===== src/rtl/board_ctrl_if.sv =====
// Board sequencer bundle: game-screen controls and move
// requests in, board state and result out.
interface board_ctrl_if;
  logic         start_en;
  logic         choice_en;
  logic         first_player;
  logic         click;
  logic [3:0]   click_sq;
  logic         new_game;
  logic [8:0]   square_en;
  logic [107:0] square_color;
  logic         turn;
  logic         game_over;
  logic [1:0]   winner;

  modport master (
    output start_en, choice_en, first_player,
    output click, click_sq, new_game,
    input  square_en, square_color,
    input  turn, game_over, winner
  );

  modport slave (
    input  start_en, choice_en, first_player,
    input  click, click_sq, new_game,
    output square_en, square_color,
    output turn, game_over, winner
  );
endinterface


===== src/rtl/board_ctrl.sv =====
// Tic-tac-toe sequencer: move acceptance, click hold-off,
// win/draw detection and square enables/colours for the overlays.
module board_ctrl #(
  parameter int HOLDOFF_CYCLES = 6_500_000
) (
  input logic         pclk,
  input logic         rst,
  board_ctrl_if.slave bus
);

  localparam int CW =
    (HOLDOFF_CYCLES > 1) ? $clog2(HOLDOFF_CYCLES) : 1;
  localparam logic [CW-1:0] HOLD_LD = CW'(HOLDOFF_CYCLES - 1);

  typedef enum logic [1:0] {
    IDLE, PLAY, CHECK, OVER
  } state_t;

  localparam logic [8:0] LINES [8] = '{
    9'h007, 9'h038, 9'h1C0,
    9'h049, 9'h092, 9'h124,
    9'h111, 9'h054
  };

  state_t        state, state_nx;
  logic [8:0]    occ, occ_nx;
  logic [8:0]    col, col_nx;
  logic          turn, turn_nx;
  logic          over, over_nx;
  logic [1:0]    win, win_nx;
  logic [CW-1:0] cnt, cnt_nx;

  logic [15:0] hot;
  logic [8:0]  sel;
  logic        go;
  logic        accept;
  logic        line_win;
  logic        full;

  assign hot  = 16'd1 << bus.click_sq;
  assign sel  = hot[8:0];
  assign go   = bus.start_en && !bus.choice_en;
  assign full = &occ;

  assign accept = bus.click && !bus.choice_en
               && (bus.click_sq <= 4'd8)
               && ((occ & sel) == 9'd0)
               && (cnt == '0);

  // A line is won when all three squares are taken and
  // their colour bits are either all set or all clear.
  always_comb begin
    line_win = 1'b0;
    for (int k = 0; k < 8; k++) begin
      if ((occ & LINES[k]) == LINES[k]
          && ((col & LINES[k]) == LINES[k]
              || (col & LINES[k]) == 9'd0))
        line_win = 1'b1;
    end
  end

  always_ff @(posedge pclk) begin
    if (rst) state <= IDLE;
    else     state <= state_nx;
  end

  always_comb begin
    state_nx = state;
    unique case (state)
      IDLE:  if (go) state_nx = PLAY;
      PLAY: begin
        if (!bus.start_en) state_nx = IDLE;
        else if (accept)   state_nx = CHECK;
      end
      CHECK: begin
        if (!bus.start_en)       state_nx = IDLE;
        else if (line_win || full) state_nx = OVER;
        else                     state_nx = PLAY;
      end
      OVER: begin
        if (!bus.start_en || bus.new_game)
          state_nx = IDLE;
      end
      default: state_nx = IDLE;
    endcase
  end

  always_comb begin
    occ_nx  = occ;
    col_nx  = col;
    turn_nx = turn;
    over_nx = over;
    win_nx  = win;
    cnt_nx  = (cnt != '0) ? cnt - 1'b1 : '0;
    unique case (state)
      IDLE: begin
        occ_nx  = '0;
        col_nx  = '0;
        over_nx = 1'b0;
        win_nx  = 2'b00;
        turn_nx = 1'b0;
        if (go) begin
          turn_nx = bus.first_player;
          cnt_nx  = '0;
        end
      end
      PLAY: begin
        if (!bus.start_en) begin
          occ_nx  = '0;
          col_nx  = '0;
          turn_nx = 1'b0;
        end else if (accept) begin
          occ_nx = occ | sel;
          col_nx = turn ? (col | sel) : (col & ~sel);
          cnt_nx = HOLD_LD;
        end
      end
      CHECK: begin
        if (!bus.start_en) begin
          occ_nx  = '0;
          col_nx  = '0;
          turn_nx = 1'b0;
        end else if (line_win) begin
          win_nx  = {turn, ~turn};
          over_nx = 1'b1;
        end else if (full) begin
          win_nx  = 2'b00;
          over_nx = 1'b1;
        end else begin
          turn_nx = ~turn;
        end
      end
      OVER: begin
        if (!bus.start_en || bus.new_game) begin
          occ_nx  = '0;
          col_nx  = '0;
          over_nx = 1'b0;
          win_nx  = 2'b00;
          turn_nx = 1'b0;
        end
      end
      default: ;
    endcase
  end

  always_ff @(posedge pclk) begin
    if (rst) begin
      occ  <= '0;
      col  <= '0;
      turn <= 1'b0;
      over <= 1'b0;
      win  <= 2'b00;
      cnt  <= '0;
    end else begin
      occ  <= occ_nx;
      col  <= col_nx;
      turn <= turn_nx;
      over <= over_nx;
      win  <= win_nx;
      cnt  <= cnt_nx;
    end
  end

  assign bus.square_en = occ;
  assign bus.turn      = turn;
  assign bus.game_over = over;
  assign bus.winner    = win;

  for (genvar i = 0; i < 9; i++) begin : g_col
    assign bus.square_color[12*i +: 12] = {11'd0, col[i]};
  end

endmodule

===== src/flat_wrapper.sv =====
// flat-port wrapper written by rule: the top's interface ports become plain ports
module board_ctrl_flat 
#(
  parameter int HOLDOFF_CYCLES = 6_500_000
)
  (pclk, rst, bus_start_en, bus_choice_en, bus_first_player, bus_click, bus_click_sq, bus_new_game, bus_square_en, bus_square_color, bus_turn, bus_game_over, bus_winner);
  board_ctrl_if bus_i ();
  input logic pclk;
  input logic rst;
  input wire logic [$bits(bus_i.start_en)-1:0] bus_start_en;
  input wire logic [$bits(bus_i.choice_en)-1:0] bus_choice_en;
  input wire logic [$bits(bus_i.first_player)-1:0] bus_first_player;
  input wire logic [$bits(bus_i.click)-1:0] bus_click;
  input wire logic [$bits(bus_i.click_sq)-1:0] bus_click_sq;
  input wire logic [$bits(bus_i.new_game)-1:0] bus_new_game;
  output wire logic [$bits(bus_i.square_en)-1:0] bus_square_en;
  output wire logic [$bits(bus_i.square_color)-1:0] bus_square_color;
  output wire logic [$bits(bus_i.turn)-1:0] bus_turn;
  output wire logic [$bits(bus_i.game_over)-1:0] bus_game_over;
  output wire logic [$bits(bus_i.winner)-1:0] bus_winner;
  assign bus_i.start_en = bus_start_en;
  assign bus_i.choice_en = bus_choice_en;
  assign bus_i.first_player = bus_first_player;
  assign bus_i.click = bus_click;
  assign bus_i.click_sq = bus_click_sq;
  assign bus_i.new_game = bus_new_game;
  assign bus_square_en = bus_i.square_en;
  assign bus_square_color = bus_i.square_color;
  assign bus_turn = bus_i.turn;
  assign bus_game_over = bus_i.game_over;
  assign bus_winner = bus_i.winner;
  board_ctrl #(.HOLDOFF_CYCLES(HOLDOFF_CYCLES)) u_core (.pclk(pclk), .rst(rst), .bus(bus_i));
endmodule

===== config.mk =====
export PLATFORM = sky130hd
export DESIGN_NAME = board_ctrl_flat
export DESIGN_NICKNAME = d
export VERILOG_FILES = /design/src/rtl/board_ctrl_if.sv /design/src/rtl/board_ctrl.sv /design/src/flat_wrapper.sv
export SDC_FILE = /design/constraint.sdc
export NUM_CORES = 1
export LEC_CHECK = 0
export CAP_MARGIN = 30
export CORE_MARGIN = 8
export CORE_UTILIZATION = 33
export CTS_CLUSTER_DIAMETER = 150
export CTS_CLUSTER_SIZE = 12
export DETAILED_ROUTE_END_ITERATION = 8
export MAX_ROUTING_LAYER = met4
export SKIP_CTS_REPAIR_TIMING = 1
export SYNTH_ARGS = -nofsm -noshare
export SYNTH_HDL_FRONTEND = slang
export SYNTH_SLANG_ARGS = --single-unit

===== constraint.sdc =====
create_clock -name pclk -period 2.93 [get_ports pclk]
set_input_delay 0.4395 -clock pclk [delete_from_list [all_inputs] [get_ports pclk]]
set_output_delay 0.4395 -clock pclk [all_outputs]
set_load 0.03 [all_outputs]

Word-level counts from Yosys, hierarchy flattened --
Index checks and enable logic that the tools add are counted.
Storage, ports and cells: flip-flop bits (word level) 47, bits of input ports 11, logic and storage cells 131
Cells by class: add/subtract/negate cells 1, order comparisons 1, equal/unequal tests 28, shift-type cells 1, mux-type cells 44, bitwise operators 6, reduce and logical (&&, ||, !) cells 43
Operators with widths (number):
- two-way mux 23 bit | 4
- zero test 9 bit | 9
- one-hot mux 9 bit (4 select lines) | 2
- two-way mux 9 bit | 7
- equality test 3 bit (second input constant) | 16
- one-hot mux 23 bit (2 select lines) | 1
- zero test 23 bit | 1
- nonzero test 23 bit | 1
- subtractor 23 x 1 -> 23 bit (second input constant) | 1
- AND 9 bit | 2
- two-way mux 2 bit | 9
- OR 9 bit | 2
- two-way mux 1 bit | 17
- logical AND 1 bit | 13
- logical OR 1 bit | 10
- NOT 9 bit | 1
- AND reduction 9 bit | 1
- << shifter 1 x 4 -> 9 bit (first input constant) | 1
- one-hot mux 2 bit (4 select lines) | 1
- AND reduction 4 bit | 2
- inequality test 2 bit (second input constant) | 3
- inequality test 3 bit (second input constant) | 2
- one-hot mux 2 bit (3 select lines) | 1
- AND reduction 3 bit | 2
- other kinds (12) | 15

Logic depth before layout (Yosys ltp) --
word-level depth 15, mapped depth 8

Least setup slack after synthesis --
OpenSTA, ideal clock, no wires.
path type flip-flop to flip-flop, start point register u_core.cnt[16], end point register u_core.state[0], data arrival time 2.207 ns, required time 2.808 ns, setup slack 0.602 ns, cell stages (with the launch flop) 7, path buffers 0, clock period less this slack 2.328 ns, cells stage by stage dfxtp_1 or4_1 or3_1 or4_4 o31ai_1 nand2_1 o311a_1
On the way: longest elaborated chain between the ends 4
Ends and longest elaborated chain:
- from (decl) | RTL line board_ctrl.sv:31 | logic [CW-1:0] cnt, cnt_nx;
- from (signal assigned) | RTL line board_ctrl.sv:160 | cnt <= cnt_nx;
- zero test 23 bit | RTL line board_ctrl.sv:48 | && (cnt == '0);
- logical AND 1 bit | RTL line board_ctrl.sv:48
- inequality test 3 x 2 -> 1 bit (no source line)
- AND reduction 3 bit (no source line)
- to (signal assigned) | RTL line board_ctrl.sv:64 | else state <= state_nx;
- to (decl) | RTL line board_ctrl.sv:25 | state_t state, state_nx;
No other way between the ends. A chain may end at the register's enable or synchronous reset.

Final worst setup path --
start point register u_core.cnt[8], end point register u_core.cnt[7]
On the way: longest elaborated chain between the ends 5, elaborated cells on any way between the ends 8, classes of those cells 5 x mux; 3 x reduce/logical
Ends and longest elaborated chain:
- nonzero test 23 bit / zero test 23 bit (equally long branches) | RTL line board_ctrl.sv:94, board_ctrl.sv:48
- two-way mux 23 bit / logical AND 1 bit (equally long branches) | RTL line board_ctrl.sv:94, board_ctrl.sv:48
- two-way mux 23 bit | RTL line board_ctrl.sv:112 | end else if (accept) begin
- two-way mux 23 bit | RTL line board_ctrl.sv:108 | if (!bus.start_en) begin
- one-hot mux 23 bit (2 select lines) * | RTL line board_ctrl.sv:95 | unique case (state)
Every way passes the cells marked *; elsewhere a longest branch is shown, timed or not.

==> impl_metrics.toml <==
[outcome]
status = "complete, no violations"

[setup_path]
reg2reg_depth = 6
crit_slowest_cell = "or4_4"
r2r_setup_slack_ns = 0.40
cp_cell_sequence = "or3_4 -> or4_1 -> or4_4 -> nand2_1 -> buf_4 -> o21ai_0"
start_kind = "register"
crit_family = "simple AND/OR/NAND/NOR gates"
critPathMaxFanout = 23
worst_setup_path_end_kind = "register"
r2r-start = "u_core.cnt[8]$_SDFF_PP0_"
worst_ep_required_time_ns = 3.11
cp.arrival_ns = 2.71
critical_path_class = "register to register"
r2r_end = "u_core.cnt[7]$_SDFF_PP0_"
crit_buf_inv = 1
cpPeakStageDelay_ns = 0.61
crit_cells = 6

[logic_synthesis]
synth_cells = 406
ys_ff_latch = 47
synth_area_um2 = 3228
yosys_warnings = 0
synth-edff-count = 0
syn_avg_cell_area_um2 = 7.951
ys_seq_area_frac = 0.2915
synthArstFlopShare = 0
synth-main-ff-cell = "dfxtp_1"
synth_cell_type_count = 52

[timing]
fin_crit_ns = 2.531
finalCritPeriodShare = 0.8638
fin_skew_ns = 0.006093
setup_tns_ns = 0
hold_violations = 0
setup_violations = 0
fmaxAchievable_mhz = 395.1
slew_viol_final = 0
hold_ws_ns = 0.4519
rsz0062_at_grt = "no"

[min_path]
hold_end = "u_core.bus.game_over$_SDFFE_PP0P_"
hold_path.class = "register to register"
worstHoldStart = "u_core.bus.game_over$_SDFFE_PP0P_"
hold_depth = 2

[grt]
grt_util_met1 = 0.1225
antenna_found_initial = 0
grt_usage = 0.1069
grt_use_met3 = 0.02574
grt_pass1_wl_mm = 11.15
use_met2 = 0.1797
grt_pass1_vias = 2250
grt_busiest_layer = "met2"
grt_max_degree = 24
gr-total-overflow = 0

[floorplanning]
die_w_um = 114.9
rows = 36
start_util = 0.3349
num_io_pins = 132
die_area_um2 = 13200
coreArea_um2 = 9639
die_h_um = 114.9

[cells_and_area]
drive_gt1_frac = 0.05239
layout_commonest_cell = "conb_1"
fill_cells = 1053
fin_nets = 451
multi_input_area_um2 = 1809
antenna_cells = 0
postLayoutCellArea_um2 = 3393
final_cell_mix = "99 x conb_1, 47 x dfxtp_1, 37 x nor2_1, 35 x nand2_1, 32 x clkdlybuf4s50_1"
seq_area_um2 = 940.9
area_delta_synth_final_pct = 5.116

[power]
p_total_mw = 2.445
p_leak_nw = 1.379
pwr_density_cell_nw_per_um2 = 720.5
peakVddDrop_v = 0.0003640

[drt]
avgRoutedWirePerCell_um = 12.73
vias_per_cell = 4.379
wl_mm = 7.280
dr.first_iter.drc_count = 94
drtPass1Iterations = 4
vias = 2505
drc = 0
ant_nets = 0

[clocking]
cts.sinks = 47
cts_tree = "done"
numCtsBuffers = 5
root_buffer = "clkbuf_8"
h-tree-depth = 2
clk_pin_slew_ns = 0.09
clock_latency_ns = 0.30
clock_path_buffers = 2

[placement]
hpwlAfterDp_mm = 5.762
dpl-instance-area_um2 = 3308
globalplace.congestion = 0.8323
portBuffers = 32

[run]
cap_violations = 0
-- layer usage --
layer / vias up / routed length (µm)
li1: 1256 / -
met1: 1159 / 2989
met2: 83 / 3567
met3: 7 / 637
met4: 0 / 86
met5: - / 0
-- state kept, by name, summed over array words and instances (netlist names) --
name                  flops
u_core.bus.game_over      1
u_core.bus.winner         2
u_core.state              2
u_core.bus.square_en      9
u_core.bus.turn           1
u_core.cnt               23
u_core.col                9
-- layout make-up --
type,count,share of cell area
Tap cell,133,0.04904
Clock inverter,2,0.003687
Multi-Input combinational cell,339,0.5332
Timing Repair Buffer,38,0.1077
Clock buffer,6,0.02139
Sequential cell,47,0.2773
Inverter,7,0.007743
-- stage by stage --
| step | utilization | worst slack [ns] | std cells |
|---|---|---|---|
| floorplan | - | 0.6016 | 504 |
| global placement | 0.3432 | 0.4101 | 564 |
| detailed placement | 0.3432 | 0.3413 | 564 |
| CTS | 0.3520 | 0.3948 | 572 |
| global route | 0.3520 | 0.2768 | 572 |
| finish | 0.3520 | 0.3991 | 572 |
-- worst max path at each step --
stage                         startpoint                           end
6_report        u_core.cnt[8]$_SDFF_PP0_      u_core.cnt[7]$_SDFF_PP0_
5_1_grt        u_core.cnt[16]$_SDFF_PP0_      u_core.cnt[7]$_SDFF_PP0_
4_1_cts         u_core.cnt[8]$_SDFF_PP0_      u_core.cnt[7]$_SDFF_PP0_
3_5_place_dp             bus_click_sq[0]    u_core.col[3]$_SDFFE_PP0P_
3_3_place_gp             bus_click_sq[0]    u_core.col[3]$_SDFFE_PP0P_
2_1_floorplan  u_core.cnt[16]$_SDFF_PP0_  u_core.state[0]$_SDFFE_PP0P_
-- worst register-to-register path, cell delays in order (launching register included) --
cell and delay, ns:
dfxtp_1 0.33, or3_4 0.40, or4_1 0.59, or4_4 0.61, nand2_1 0.09, buf_4 0.24
o21ai_0 0.15
-- cell usage after synthesis, types with 3 or more instances --
library cell  count  share of area
and3_1            3         0.0058
a21oi_1          18          0.028
clkbuf_1          4         0.0046
nand2_1          35          0.041
dfxtp_1          47           0.29
nor2b_1           3         0.0058
nand3_1          16          0.025
nor4_1            8          0.016
nand4_1           3         0.0058
nor2_1           37          0.043
nand3b_1          3         0.0070
xnor2_1          15          0.041
mux2i_1          10          0.031
buf_4           103           0.24
inv_1             7         0.0081
o21ai_0          21          0.033
nor3_1           15          0.023
or3_1             9          0.017
nand2b_1          4         0.0078
xor2_1            4          0.011
-- power breakdown --
group          switching (mW)  internal, mW
sequential              0.101         0.767
combinational           0.712         0.474
clock                   0.224         0.167
total                    1.04          1.41
-- cells by family after synthesis --
logic type,share of synthesized area
muxes,0.03799
xor gates and xnor gates,0.05155
and+or+nand+nor,0.2450
adders and majority gates,0.007751
AOI/OAI and AO/OA,0.1031
DFF,0.2915
other,0.001162
buffers and inverters,0.2620
Note: power is estimated with default switching activity, not from simulation.
